===== src/rtl/clock_period_checker_pkg.sv =====
// Shared definitions for the clock period checker: FSM encoding, default
// count width and status-register bit layout.
package clock_period_checker_pkg;

   localparam int CNT_W_DEFAULT = 16;

   typedef enum logic [2:0] {
      ST_IDLE    = 3'd0,
      ST_RESTART = 3'd1,
      ST_SETTLE  = 3'd2,
      ST_SAMPLE  = 3'd3,
      ST_DONE    = 3'd4
   } state_e;

   localparam int STAT_DONE_BIT    = 0;
   localparam int STAT_PASS_BIT    = 1;
   localparam int STAT_TIMEOUT_BIT = 2;

   function automatic logic [2:0] pack_status(input logic done_v,
                                              input logic pass_v,
                                              input logic timeout_v);
      logic [2:0] s;
      s                   = 3'b000;
      s[STAT_DONE_BIT]    = done_v;
      s[STAT_PASS_BIT]    = pass_v;
      s[STAT_TIMEOUT_BIT] = timeout_v;
      return s;
   endfunction

endpackage


===== src/rtl/clock_period_checker_period_stability_filter.sv =====
// Tracks how many consecutive sampled cycles the period has stayed unchanged
// and flags when the run is long enough to evaluate.
module period_stability_filter
   import clock_period_checker_pkg::*;
#(
   parameter int PW            = CNT_W_DEFAULT + 1,
   parameter int STABLE_CYCLES = 64
) (
   input  logic          clk_i,
   input  logic          rst_i,
   input  logic          clear_i,
   input  logic          en_i,
   input  logic [PW-1:0] period_i,
   output logic          stable_o,
   output logic [PW-1:0] period_o
);

   localparam int SC_W = $clog2(STABLE_CYCLES + 1);

   logic [PW-1:0]   prev_q, prev_d;
   logic [SC_W-1:0] cnt_q, cnt_d;
   logic            same_s;

   assign same_s   = (period_i == prev_q);
   assign stable_o = en_i && same_s && (cnt_q >= SC_W'(STABLE_CYCLES - 1));
   assign period_o = prev_q;

   // Next-state for the previous-period latch and the saturating run counter
   always_comb begin
      prev_d = prev_q;
      cnt_d  = cnt_q;
      if (clear_i) begin
         prev_d = '0;
         cnt_d  = '0;
      end else if (en_i) begin
         if (same_s) begin
            if (cnt_q != SC_W'(STABLE_CYCLES)) begin
               cnt_d = cnt_q + SC_W'(1);
            end else begin
               cnt_d = cnt_q;
            end
         end else begin
            cnt_d  = '0;
            prev_d = period_i;
         end
      end else begin
         cnt_d = cnt_q;
      end
   end

   // State registers
   always_ff @(posedge clk_i or posedge rst_i) begin
      if (rst_i) begin
         prev_q <= '0;
         cnt_q  <= '0;
      end else begin
         prev_q <= prev_d;
         cnt_q  <= cnt_d;
      end
   end

endmodule


===== config.mk =====
export PLATFORM = sky130hd
export DESIGN_NAME = period_stability_filter
export DESIGN_NICKNAME = d
export VERILOG_FILES = /design/src/rtl/clock_period_checker_pkg.sv /design/src/rtl/clock_period_checker_period_stability_filter.sv
export SDC_FILE = /design/constraint.sdc
export NUM_CORES = 1
export LEC_CHECK = 0
export BUFFER_PORTS_ARGS = -buffer_cell sky130_fd_sc_hd__buf_4
export CAP_MARGIN = 20
export CORE_UTILIZATION = 35
export DETAILED_ROUTE_END_ITERATION = 6
export PLACE_DENSITY_LB_ADDON = 0.05
export SLEW_MARGIN = 15
export SYNTH_ARGS = -nofsm -noshare
export SYNTH_HDL_FRONTEND = slang
export SYNTH_SLANG_ARGS = --single-unit

===== constraint.sdc =====
create_clock -name clk_i -period 1.8 [get_ports clk_i]
set_input_delay 0.27 -clock clk_i [delete_from_list [all_inputs] [get_ports clk_i]]
set_output_delay 0.27 -clock clk_i [all_outputs]
set_load 0.01 [all_outputs]

### After elaboration in Yosys (flattened, before gate mapping)

Index checks and enable logic that the tools add are counted.

| cells by class | value |
|---|---|
| magnitude comparators | 1 |
| add/sub/neg operators | 1 |
| eq/ne operators | 4 |
| reduce and logical (&&, ||, !) cells | 5 |
| mux-type cells | 7 |

Operators by type and width:

| cell | number |
|---|---|
| 17-bit two-way mux | 3 |
| 7-bit two-way mux | 4 |
| 17-bit equality test | 1 |
| 7-bit by 1-bit adder with 7-bit output (second input constant) | 1 |
| 7-bit by 6-bit greater-or-equal comparator with 1-bit output (second input constant) | 1 |
| 7-bit inequality test (second input constant) | 1 |
| 2-bit AND reduction | 2 |
| 3-bit by 2-bit inequality test with 1-bit output (second input constant) | 1 |
| 1-bit logical AND | 2 |
| 2-bit inequality test (second input constant) | 1 |
| 2-bit nonzero test | 1 |

| storage, ports and cells | value |
|---|---|
| word-level logic and storage cells | 20 |
| bits in registers | 24 |

### Logic depth before layout (Yosys ltp)

Gate-level depths: netlist of run 1.

| logic depth | value |
|---|---|
| depth after elaboration | 5 |
| mapped depth | 7 |

### Least setup slack after synthesis of run 1

OpenSTA, ideal clock, no wires.

| path | value |
|---|---|
| path kind | register to output |
| start | reg prev_q[9] (netlist: period_o[9]) |
| end | out stable_o |
| path buffers | 2 |
| path slack | -0.035 ns |
| stages on the path, launching flop included | 7 |
| arrival time | 1.565 ns |
| data required time | 1.530 ns |
| path through | dfrtp_1 -> xnor2_1 -> nand4_1 -> or2_1 -> clkbuf_2 -> buf_1 -> nor3_1 |

| on the way | value |
|---|---|
| cells in the longest elaborated chain, start to end | 3 |

Ends and longest elaborated chain:

| element | line | RTL |
|---|---|---|
| start, declared | clock_period_checker_period_stability_filter.sv:20 | `logic [PW-1:0] prev_q, prev_d;` |
| start signal, assigned | clock_period_checker_period_stability_filter.sv:57 | `prev_q <= prev_d;` |
| 17-bit equality test | clock_period_checker_period_stability_filter.sv:24 | `assign same_s = (period_i == prev_q);` |
| 1-bit logical AND (2 in series) | clock_period_checker_period_stability_filter.sv:25 | `assign stable_o = en_i && same_s && (cnt_q >= SC_W'(STABLE_CYCLES - 1));` |
| end, declared | clock_period_checker_period_stability_filter.sv:14 | `output logic stable_o,` |

No other way between the ends.

### Worst setup path after layout of run 1

| path | value |
|---|---|
| start | reg prev_q[10] (netlist: period_o[10]) |
| end | out stable_o |

The elaborated chain is that of the path after synthesis.

==> results.tsv, run 1 <==
metric	value	unit
status	complete, but fails checks	
violations in the final reports	negative setup slack	
Sw Share	29.11	%
Worst-path clk slew	0.09	ns
Layout area overhead	36.46	%
share of cells above drive strength 1	35.53	%
CTS max path bufs	2	
Clock power frac	29.2	%
CTS root buf	clkbuf_8	
pin count of the biggest net entering global routing	28	
fillers	460	
Hold Vio Cnt, Final	0	
Yosys cell types	36	
GRT overflow	0	
Power Dens Cells	549.1	nW/um2
overall global routing resource usage	17.75	%
Post-Syn Nets	206	
CORE AREA	4723	um2
footprint of the multi-input gates	1164	um2
Initial Utilization	36.48	%
Hold Crit Class	primary input to async pin	
Post-Syn Area	1723	um2
row cnt	25	
Synth Warn #	0	
Switch Pwr	0.3758	mW
Overall Power	1.291	mW
# diodes	0	
Seq/Total Area, Yosys	34.86	%
vias in the first global route	1495	
final core occ	49.77	%
placed inst area	2130	um2
Die Wd	72.16	um
Synth area leaders	dfrtp_1 35%, mux2i_1 9.9%, xor2_1 5.6%, and3b_1 5.1%, o211ai_1 4.4%	
Worst setup SP type	flip-flop	
H-tree depth	1	
Num Clock Sinks	24	
# IOs	39	
Post-Synthesis Cells	183	
initial antenna violation count	0	
clock latency on the worst-skew pair	0.27	ns
Worst Path Max Fanout	6	
CTS Buf Count	3	
die area	5207	um2
Setup violations, final	3	
Max VDD drop	0.2985	mV
r2r worst-path depth	7	
Worst setup EP type	primary output	
Die Y-Extent	72.16	um
Final #Nets	252	
DRT iter0 DRCs	52	
FF+latch area	604.3	um2
PnR worst setup slack	-0.1100	ns
RSZ-0062 raised after global routing	true	
final instance area	2351	um2
cell taking the most area after synthesis	dfrtp_1	
Reg power frac	46.3	%
placed cells	286	
area share of the largest cell type after synthesis	34.86	%
Leakage	1.108	nW
remaining antenna violation count	0	
RR Endpoint	period_o[8]	
Highest Clock Rate	0.5236	GHz
wire per inst	15.33	um
kind of critical path	flip-flop to primary output	
drc violations	0	
Final Critical Period	1.910	ns
measured slew at the worst slew-check pin	0.3711	ns
count of input and output buffers	38	
max_slew headroom	75.00	%
Final period util	106.1	%
final WL	4522	um
syn_area_per_cell	9.415	um2
first-pass GRT wire length	7113	um
r2r setup slk	-0.01	ns
drt pass-1 iters	4	
CTS tree	done	
worst endpoint data arrival time	1.64	ns
via count	1511	
post-DR vias/cell	5.122	
required time worst endpoint	1.53	ns
flops & latches, synth	24	
final non-filler cell total	295	
RePlAce Congestion	0.7578	
DP Wirelength	3152	um
Critical R2R Launch	period_o[11]	
Pint	0.9150	mW
Hold Worst Slack	0.05894	ns
# hold bufs at CTS	0	
Max Cap Violations	0	
Worst Skew	0.007360	ns
Slew Viols, Final	0	
Comb power frac	24.5	%
worst max-delay path by stage:
| stage | cells past startpoint | from | slack, ns | endpoint |
|---|---|---|---|---|
| 6_report | 5 | period_o[10] | -0.11 | stable_o |
| 2_1_floorplan | 6 | period_o[9] | 0.03 | stable_o |
| 4_1_cts | 5 | period_o[0] | -0.17 | stable_o |
| 3_5_place_dp | 7 | period_i[6] | -0.06 | cnt_q[6] |
| 5_1_grt | 5 | period_o[3] | -0.23 | stable_o |
| 3_3_place_gp | 5 | period_o[10] | 0.01 | stable_o |
flip-flops by register name, indices dropped and copies added (netlist names):
register and cells:
period_o 17, cnt_q 7
Yosys cell counts:
library cell / instances
and3b_1: 10
buf_6: 1
nand2_1: 15
xnor2_1: 6
or3_1: 2
nor3_1: 14
nand3_4: 1
or2b_1: 1
nand3b_1: 2
buf_1: 1
buf_2: 1
nand4b_1: 1
buf_4: 1
or2_1: 2
a211oi_2: 1
a2111oi_0: 4
nor4_4: 2
o31ai_1: 2
nand4_1: 2
a22o_1: 1
xor2_1: 11
nand2b_1: 10
nor2_1: 12
clkbuf_1: 8
clkbuf_2: 1
mux2i_1: 17
nand3_1: 4
nor4b_2: 1
nand3_2: 1
inv_1: 4
o21ai_0: 1
o211ai_1: 10
a31o_1: 1
a21o_1: 6
ha_1: 2
dfrtp_1: 24
cell usage in the layout, fill, tap and decap left out, types with 2 or more instances in the layout:
cell type  synthesis  final
buf_4              1     51
dfrtp_1           24     21
mux2i_1           17     16
nand2_1           15     15
nor3_1            14     12
xor2_1            11     11
nor2_1            12     11
nand2b_1          10     10
and3b_1           10     10
o211ai_1          10     10
a21o_1             6      6
xnor2_1            6      5
inv_1              4      4
clkbuf_8           0      4
nand3_1            4      3
a2111oi_4          0      3
dfrtp_2            0      3
nand4_1            2      2
nor4_4             2      2
nand3b_1           2      2
nand3_2            1      2
or3_1              2      2
nor3_4             0      2
o31ai_2            0      2
cells by family (layout without fill, tap and decap cells):
logic type | Yosys count | after routing | synth area share [%]
buffers and inverters | 17 | 62 | 4.502
multiplexers | 17 | 17 | 9.876
XOR/XNOR | 17 | 17 | 8.642
flip-flops | 24 | 24 | 34.86
AO/OA/AOI/OAI | 26 | 26 | 11.91
adder cells (fa/ha/maj) | 2 | 2 | 1.452
AND/OR/NAND/NOR | 80 | 80 | 28.76
cell type report:
| class | count | share of cell area (%) |
|---|---|---|
| Multi-Input combinational cell | 142 | 49.49 |
| Sequential cell | 24 | 25.71 |
| Timing Repair Buffer | 54 | 18.25 |
| Tap cell | 67 | 3.566 |
| Clock buffer | 4 | 2.342 |
| Inverter | 4 | 0.6386 |
worst max-delay path, stage by stage (launching register included):
cell and delay [ns]:
dfrtp_1 0.43, xnor2_2 0.16, nand4_1 0.13, or2_4 0.32, nor3_4 0.20, buf_6 0.12
per-layer routing:
layer / part of all wire, % / track usage, %
met1: 46 / 23.34
met2: 51 / 30.22
met3: 2.5 / 2.361
met4: 0.88 / 5.664
met5: 0 / 0
stage by stage:
stage | worst slack (ns) | setup TNS, ns
floorplan | 0.03013 | 0
global placement | 0.01496 | 0
detailed placement | -0.06312 | -0.06312
CTS | -0.1676 | -0.1931
global route | -0.2316 | -1.511
finish | -0.1100 | -0.1263
what timing repair did:
| action | 4_1_cts | 5_1_grt |
|---|---|---|
| gates resized for setup | 6 | 22 |
| cloned | 0 | 0 |
| pin swaps | 4 | 3 |
| buffers inserted | 1 | 4 |
| setup endpoints to repair | 2 | 16 |
power by group through the flow:
stage                     registers, mW  clock network (mW)  logic, mW
after floorplan                   0.619                   0      0.158
after global placement            0.607                   0      0.301
after detailed placement          0.608                   0      0.307
after CTS                         0.598               0.390      0.311
after global routing              0.603               0.413      0.344
final                             0.598               0.377      0.316
(Power assumes the default switching activity.)
==> inputs of run 2 (changes only) <==
--- a/config.mk
+++ b/config.mk
@@ -5,10 +5,10 @@
 export SDC_FILE = /design/constraint.sdc
 export NUM_CORES = 1
 export LEC_CHECK = 0
-export BUFFER_PORTS_ARGS = -buffer_cell sky130_fd_sc_hd__buf_4
 export CAP_MARGIN = 20
 export CORE_UTILIZATION = 35
 export DETAILED_ROUTE_END_ITERATION = 6
+export DONT_BUFFER_PORTS = 1
 export PLACE_DENSITY_LB_ADDON = 0.05
 export SLEW_MARGIN = 15
 export SYNTH_ARGS = -nofsm -noshare
==> results.tsv, run 2 (synthesized netlist as in run 1, its figures left out) <==
metric	value	unit	change
CTS max path bufs	2		unchanged
max FFs per register	17		unchanged
Initial Utilization	36.48	%	unchanged
Worst Skew	0.01075	ns	was 0.007360 ns
Slew Viols, Final	0		unchanged
post-DR vias/cell	5.338		was 5.122
GRT overflow	0		unchanged
initial antenna violation count	0		unchanged
Max Cap Violations	0		unchanged
CTS Buf Count	3		unchanged
Setup TNS	-0.3504	ns	was -0.1263 ns
Leakage	0.9237	nW	was 1.108 nW
Die Wd	72.16	um	unchanged
Worst Path Max Fanout	3		was 6
DRT iter0 DRCs	56		was 52
Max VDD drop	0.2129	mV	was 0.2985 mV
most common cell after layout, fill and taps aside	dfrtp_1		was buf_4
FF+latch area	603.1	um2	was 604.3 um2
# diodes	0		unchanged
worst endpoint data arrival time	1.61	ns	was 1.64 ns
count of input and output buffers	0		was 38
status	complete, but fails checks		unchanged
max_slew headroom	60.21	%	was 75.00%
Highest Clock Rate	0.5316	GHz	was 0.5236 GHz
Die Y-Extent	72.16	um	unchanged
footprint of the multi-input gates	1105	um2	was 1164 um2
Hold Vio Cnt, Final	0		unchanged
drt pass-1 iters	4		unchanged
CTS root buf	clkbuf_8		unchanged
pre-CTS setup slack	0.004212	ns	was -0.06312 ns
Num Clock Sinks	24		unchanged
kind of critical path	flip-flop to primary output		unchanged
Worst setup SP type	flip-flop		unchanged
Layout area overhead	16.34	%	was 36.46%
Hold Crit Class	primary input to flip-flop		was primary input to async pin
Setup violations, final	13		was 3
measured slew at the worst slew-check pin	0.5946	ns	was 0.3711 ns
RePlAce Congestion	0.7752		was 0.7578
H-tree depth	1		unchanged
required time worst endpoint	1.53	ns	about the same
clock latency on the worst-skew pair	0.27	ns	about the same
Worst setup EP type	primary output		unchanged
share of cells above drive strength 1	21.24	%	was 35.53%
Critical Path, Cell by Cell	xor2_2 -> nor4_4 -> nand3_4 -> nor3_4		was xnor2_2 -> nand4_1 -> or2_4 -> nor3_4 -> buf_6
CORE AREA	4723	um2	unchanged
die area	5207	um2	unchanged
drc violations	0		unchanged
Final Critical Period	1.881	ns	was 1.910 ns
Final #Nets	218		was 252
Final period util	104.5	%	was 106.1%
min-delay src	clear_i		
PnR worst setup slack	-0.08126	ns	was -0.1100 ns
via count	1388		was 1511
Critical-path top delay cell	dfrtp_2		was dfrtp_1
WP buf/inv	0		was 1
CTS tree	done		unchanged
final WL	4272	um	was 4522 um
overall global routing resource usage	17.16	%	was 17.75%
fillers	483		was 460
Power Dens Cells	571.9	nW/um2	was 549.1 nW/um2
wire per inst	16.43	um	was 15.33 um
vias in the first global route	1401		was 1495
pin count of the biggest net entering global routing	37		was 28
Critical R2R Launch	period_o[8]		was period_o[11]
Worst-path clk slew	0.09	ns	about the same
Overall Power	1.146	mW	was 1.291 mW
most frequent cells in the layout	22 x dfrtp_1, 18 x buf_4, 17 x mux2i_1		was 51 x buf_4, 21 x dfrtp_1, 16 x mux2i_1
cell family with most CP delay	simple AND/OR/NAND/NOR gates		unchanged
row cnt	25		unchanged
remaining antenna violation count	0		unchanged
Max stage delay on crit path	0.47	ns	was 0.43 ns
violations in the final reports	negative setup slack		unchanged
first-pass GRT wire length	6872	um	was 7113 um
DP Wirelength	2872	um	was 3152 um
# IOs	39		unchanged
RSZ-0062 raised after global routing	true		unchanged
Hold Worst Slack	0.07201	ns	was 0.05894 ns
crit path launch	period_o[8]		was period_o[10]
-- run 2: cell types whose count changed in the layout (fill, tap and decap cells not counted), moves of 2 or more --
| cell | change |
|---|---|
| xor2_1 | -2 |
| buf_4 | -33 |
| xor2_2 | +2 |
| a2111oi_4 | -3 |
-- run 2: timing repair --
action                                 in CTS  in global routing
gates resized for setup                     9                  8
endpoints found under the hold margin      24                  0
hold buffers                                1                  0
pin swaps                                   3                  4
buffers inserted                            2                  2
setup endpoints to repair                   2                 18
-- run 2: per-stage QoR --
stage	cells	util, %	cell area [um2]
2_1_floorplan	183	-	1728
3_3_place_gp	252	39.42	1862
3_5_place_dp	252	39.42	1862
4_1_cts	258	41.62	1966
5_1_grt	260	42.44	2004
6_report	260	42.44	2004
-- run 2: power breakdown --
part,internal (mW),total [mW],switching (mW)
clock network,0.150,0.329,0.179
registers,0.569,0.605,0.0362
logic,0.0991,0.213,0.114
total,0.818,1.15,0.329
-- run 2: per-layer routing --
layer | up-vias | GRT usage (%) | part of all wire (%)
li1 | 672 | - | -
met3 | 2 | 3.194 | 3.3
met5 | - | 0 | 0
met2 | 17 | 29.08 | 51
met1 | 697 | 22.00 | 45
met4 | 0 | 5.664 | 0.56
-- run 2: cell type report --
cell class / count / share of cell area (%)
multi-input combinational: 142 / 55.12
sequential: 24 / 30.09
timing repair buffer: 20 / 7.803
tap: 67 / 4.182
clock buffer: 3 / 2.060
inverter: 4 / 0.7491
-- run 2: final timing paths --
| path | to | slack (ns) | cells after the start |
|---|---|---|---|
| max | stable_o | -0.08 | 4 |
| min | period_o[0] | 0.07 | 1 |
| max reg2reg | cnt_q[5] | -0.04 | 7 |
| min reg2reg | cnt_q[1] | 0.59 | 1 |
| max in group asynchronous | period_o[0] | 1.04 | 3 |
| min in group asynchronous | cnt_q[2] | 0.49 | 3 |
==> inputs of run 3 (changes only) <==
--- a/config.mk
+++ b/config.mk
@@ -6,10 +6,12 @@
 export NUM_CORES = 1
 export LEC_CHECK = 0
 export CAP_MARGIN = 20
-export CORE_UTILIZATION = 35
+export CORE_UTILIZATION = 45
+export CTS_BUF_LIST = sky130_fd_sc_hd__clkbuf_4
 export DETAILED_ROUTE_END_ITERATION = 6
 export DONT_BUFFER_PORTS = 1
 export PLACE_DENSITY_LB_ADDON = 0.05
+export SETUP_SLACK_MARGIN = 0.02
 export SLEW_MARGIN = 15
 export SYNTH_ARGS = -nofsm -noshare
 export SYNTH_HDL_FRONTEND = slang
==> results.tsv, run 3 (synthesized netlist as in run 1, its figures left out) <==
metric	value	unit	change
max_slew headroom	60.79	%	was 60.21%
r2r worst-path depth	7		unchanged
Num Clock Sinks	24		unchanged
post-DR vias/cell	5.713		was 5.338
Max Cap Violations	0		unchanged
CTS root buf	clkbuf_4		was clkbuf_8
count of input and output buffers	0		unchanged
min-delay src	en_i		was clear_i
Setup TNS	-0.1153	ns	was -0.3504 ns
r2r setup slk	0.01	ns	was -0.04 ns
RePlAce Congestion	0.8129		was 0.7752
# IOs	39		unchanged
final WL	4061	um	was 4272 um
initial antenna violation count	0		unchanged
hold path endpoint	period_o[15]		was period_o[0]
row cnt	22		was 25
Worst setup EP type	primary output		unchanged
final core occ	56.05	%	was 42.44%
Hold Vio Cnt, Final	0		unchanged
Hold Worst Slack	0.05274	ns	was 0.07201 ns
kind of critical path	flip-flop to primary output		unchanged
final instance area	2052	um2	was 2004 um2
# diodes	0		unchanged
GRT overflow	0		unchanged
via count	1394		was 1388
pin count of the biggest net entering global routing	35		was 37
Worst setup SP type	flip-flop		unchanged
Leakage	0.9612	nW	was 0.9237 nW
Max stage delay on crit path	0.42	ns	was 0.47 ns
fillers	333		was 483
max FFs per register	17		unchanged
Worst-path clk slew	0.14	ns	was 0.09 ns
Final Critical Period	1.915	ns	was 1.881 ns
H-tree depth	1		unchanged
violations in the final reports	negative setup slack		unchanged
vias in the first global route	1390		was 1401
Critical R2R Launch	period_o[11]		was period_o[8]
Power Dens Cells	594.7	nW/um2	was 571.9 nW/um2
share of cells above drive strength 1	21.43	%	was 21.24%
worst endpoint data arrival time	1.65	ns	was 1.61 ns
most frequent cells in the layout	22 x dfrtp_1, 17 x mux2i_1, 17 x buf_4		was 22 x dfrtp_1, 18 x buf_4, 17 x mux2i_1
RSZ-0062 raised after global routing	true		unchanged
Layout area overhead	19.10	%	was 16.34%
WP buf/inv	0		unchanged
Critical-path top delay cell	dfrtp_1		was dfrtp_2
most common cell after layout, fill and taps aside	dfrtp_1		unchanged
remaining antenna violation count	0		unchanged
wire per inst	16.64	um	was 16.43 um
Max VDD drop	0.4287	mV	was 0.2129 mV
measured slew at the worst slew-check pin	0.5860	ns	was 0.5946 ns
DRT iter0 DRCs	53		was 56
Initial Utilization	47.06	%	was 36.48%
drt pass-1 iters	4		unchanged
Hold Path Stages	1		unchanged
CORE AREA	3661	um2	was 4723 um2
CTS max path bufs	2		unchanged
cell family with most CP delay	simple AND/OR/NAND/NOR gates		unchanged
required time worst endpoint	1.53	ns	about the same
CTS tree	done		unchanged
placed inst area	1828	um2	was 1862 um2
Slew Viols, Final	0		unchanged
die area	4080	um2	was 5207 um2
CTS Buf Count	3		unchanged
Final period util	106.4	%	was 104.5%
first-pass GRT wire length	6555	um	was 6872 um
drc violations	0		unchanged
status	complete, but fails checks		unchanged
pre-CTS setup slack	0.03691	ns	was 0.004212 ns
Highest Clock Rate	0.5221	GHz	was 0.5316 GHz
clock latency on the worst-skew pair	0.32	ns	was 0.27 ns
PnR worst setup slack	-0.1153	ns	was -0.08126 ns
overall global routing resource usage	20.61	%	was 17.16%
Critical Path, Cell by Cell	xor2_1 -> nor4_4 -> nand3_4 -> nor3_4		was xor2_2 -> nor4_4 -> nand3_4 -> nor3_4
Setup violations, final	1		was 13
Worst Skew	0.001696	ns	was 0.01075 ns
Hold Crit Class	primary input to flip-flop		unchanged
Final #Nets	220		was 218
Worst Path Max Fanout	2		was 3
DP Wirelength	2625	um	was 2872 um
RR Endpoint	period_o[11]		was cnt_q[5]
Die Y-Extent	63.88	um	was 72.16 um
Die Wd	63.88	um	was 72.16 um
run 3: power breakdown:
part	internal (mW)	switching, mW	leakage (nW)
Clock	0.225	0.176	0.0279
Sequential	0.569	0.0377	0.315
Combinational	0.0997	0.112	0.618
Total	0.894	0.326	0.961
run 3: cell type report:
type	count	area, um2	share of cell area, %
inverter	4	15.01	0.7317
sequential	24	603.1	29.39
clock inverter	1	30.03	1.463
tap	48	60.06	2.927
timing repair buffer	22	203.9	9.939
multi-input combinational	142	1117	54.45
clock buffer	3	22.52	1.098
run 3: worst max-delay path by stage:
stage | start | slack, ns | end | cells past startpoint
floorplan | period_o[9] | 0.03 | stable_o | 6
global placement | period_o[16] | 0.08 | period_o[14] | 6
detailed placement | period_o[16] | 0.04 | cnt_q[4] | 5
CTS | period_o[11] | -0.16 | stable_o | 4
global route | period_o[0] | -0.20 | stable_o | 4
finish | period_o[11] | -0.12 | stable_o | 4
run 3: routing by layer:
metal	share of wire, %	GRT usage (%)	vias to the layer above	wire, um
li1	-	-	677	-
met1	44	26.77	692	1773
met2	53	34.84	21	2145
met3	2.6	3.036	4	106
met4	0.89	6.818	0	36
met5	0	0	-	0
run 3: metrics by stage:
step	total power, mW	instances
CTS	1.234	239
global placement	0.8135	230
detailed placement	0.8175	230
floorplan	0.7772	183
finish	1.220	244
global route	1.271	244
run 3: repair_timing:
item,4_1_cts,5_1_grt
endpoints found under the setup margin,4,17
cloned,0,1
buffers inserted,3,4
gates resized for setup,11,7
hold endpoints to repair,31,0
pin swaps,2,3
hold buffers,2,0
run 3: worst register-to-register path, stage by stage, from the launching register on:
cell	delay [ns]
dfrtp_1	0.42
xor2_1	0.19
nor4_4	0.36
nand3_4	0.13
buf_6	0.17
clkbuf_16	0.16
mux2i_1	0.15
o211ai_1	0.11
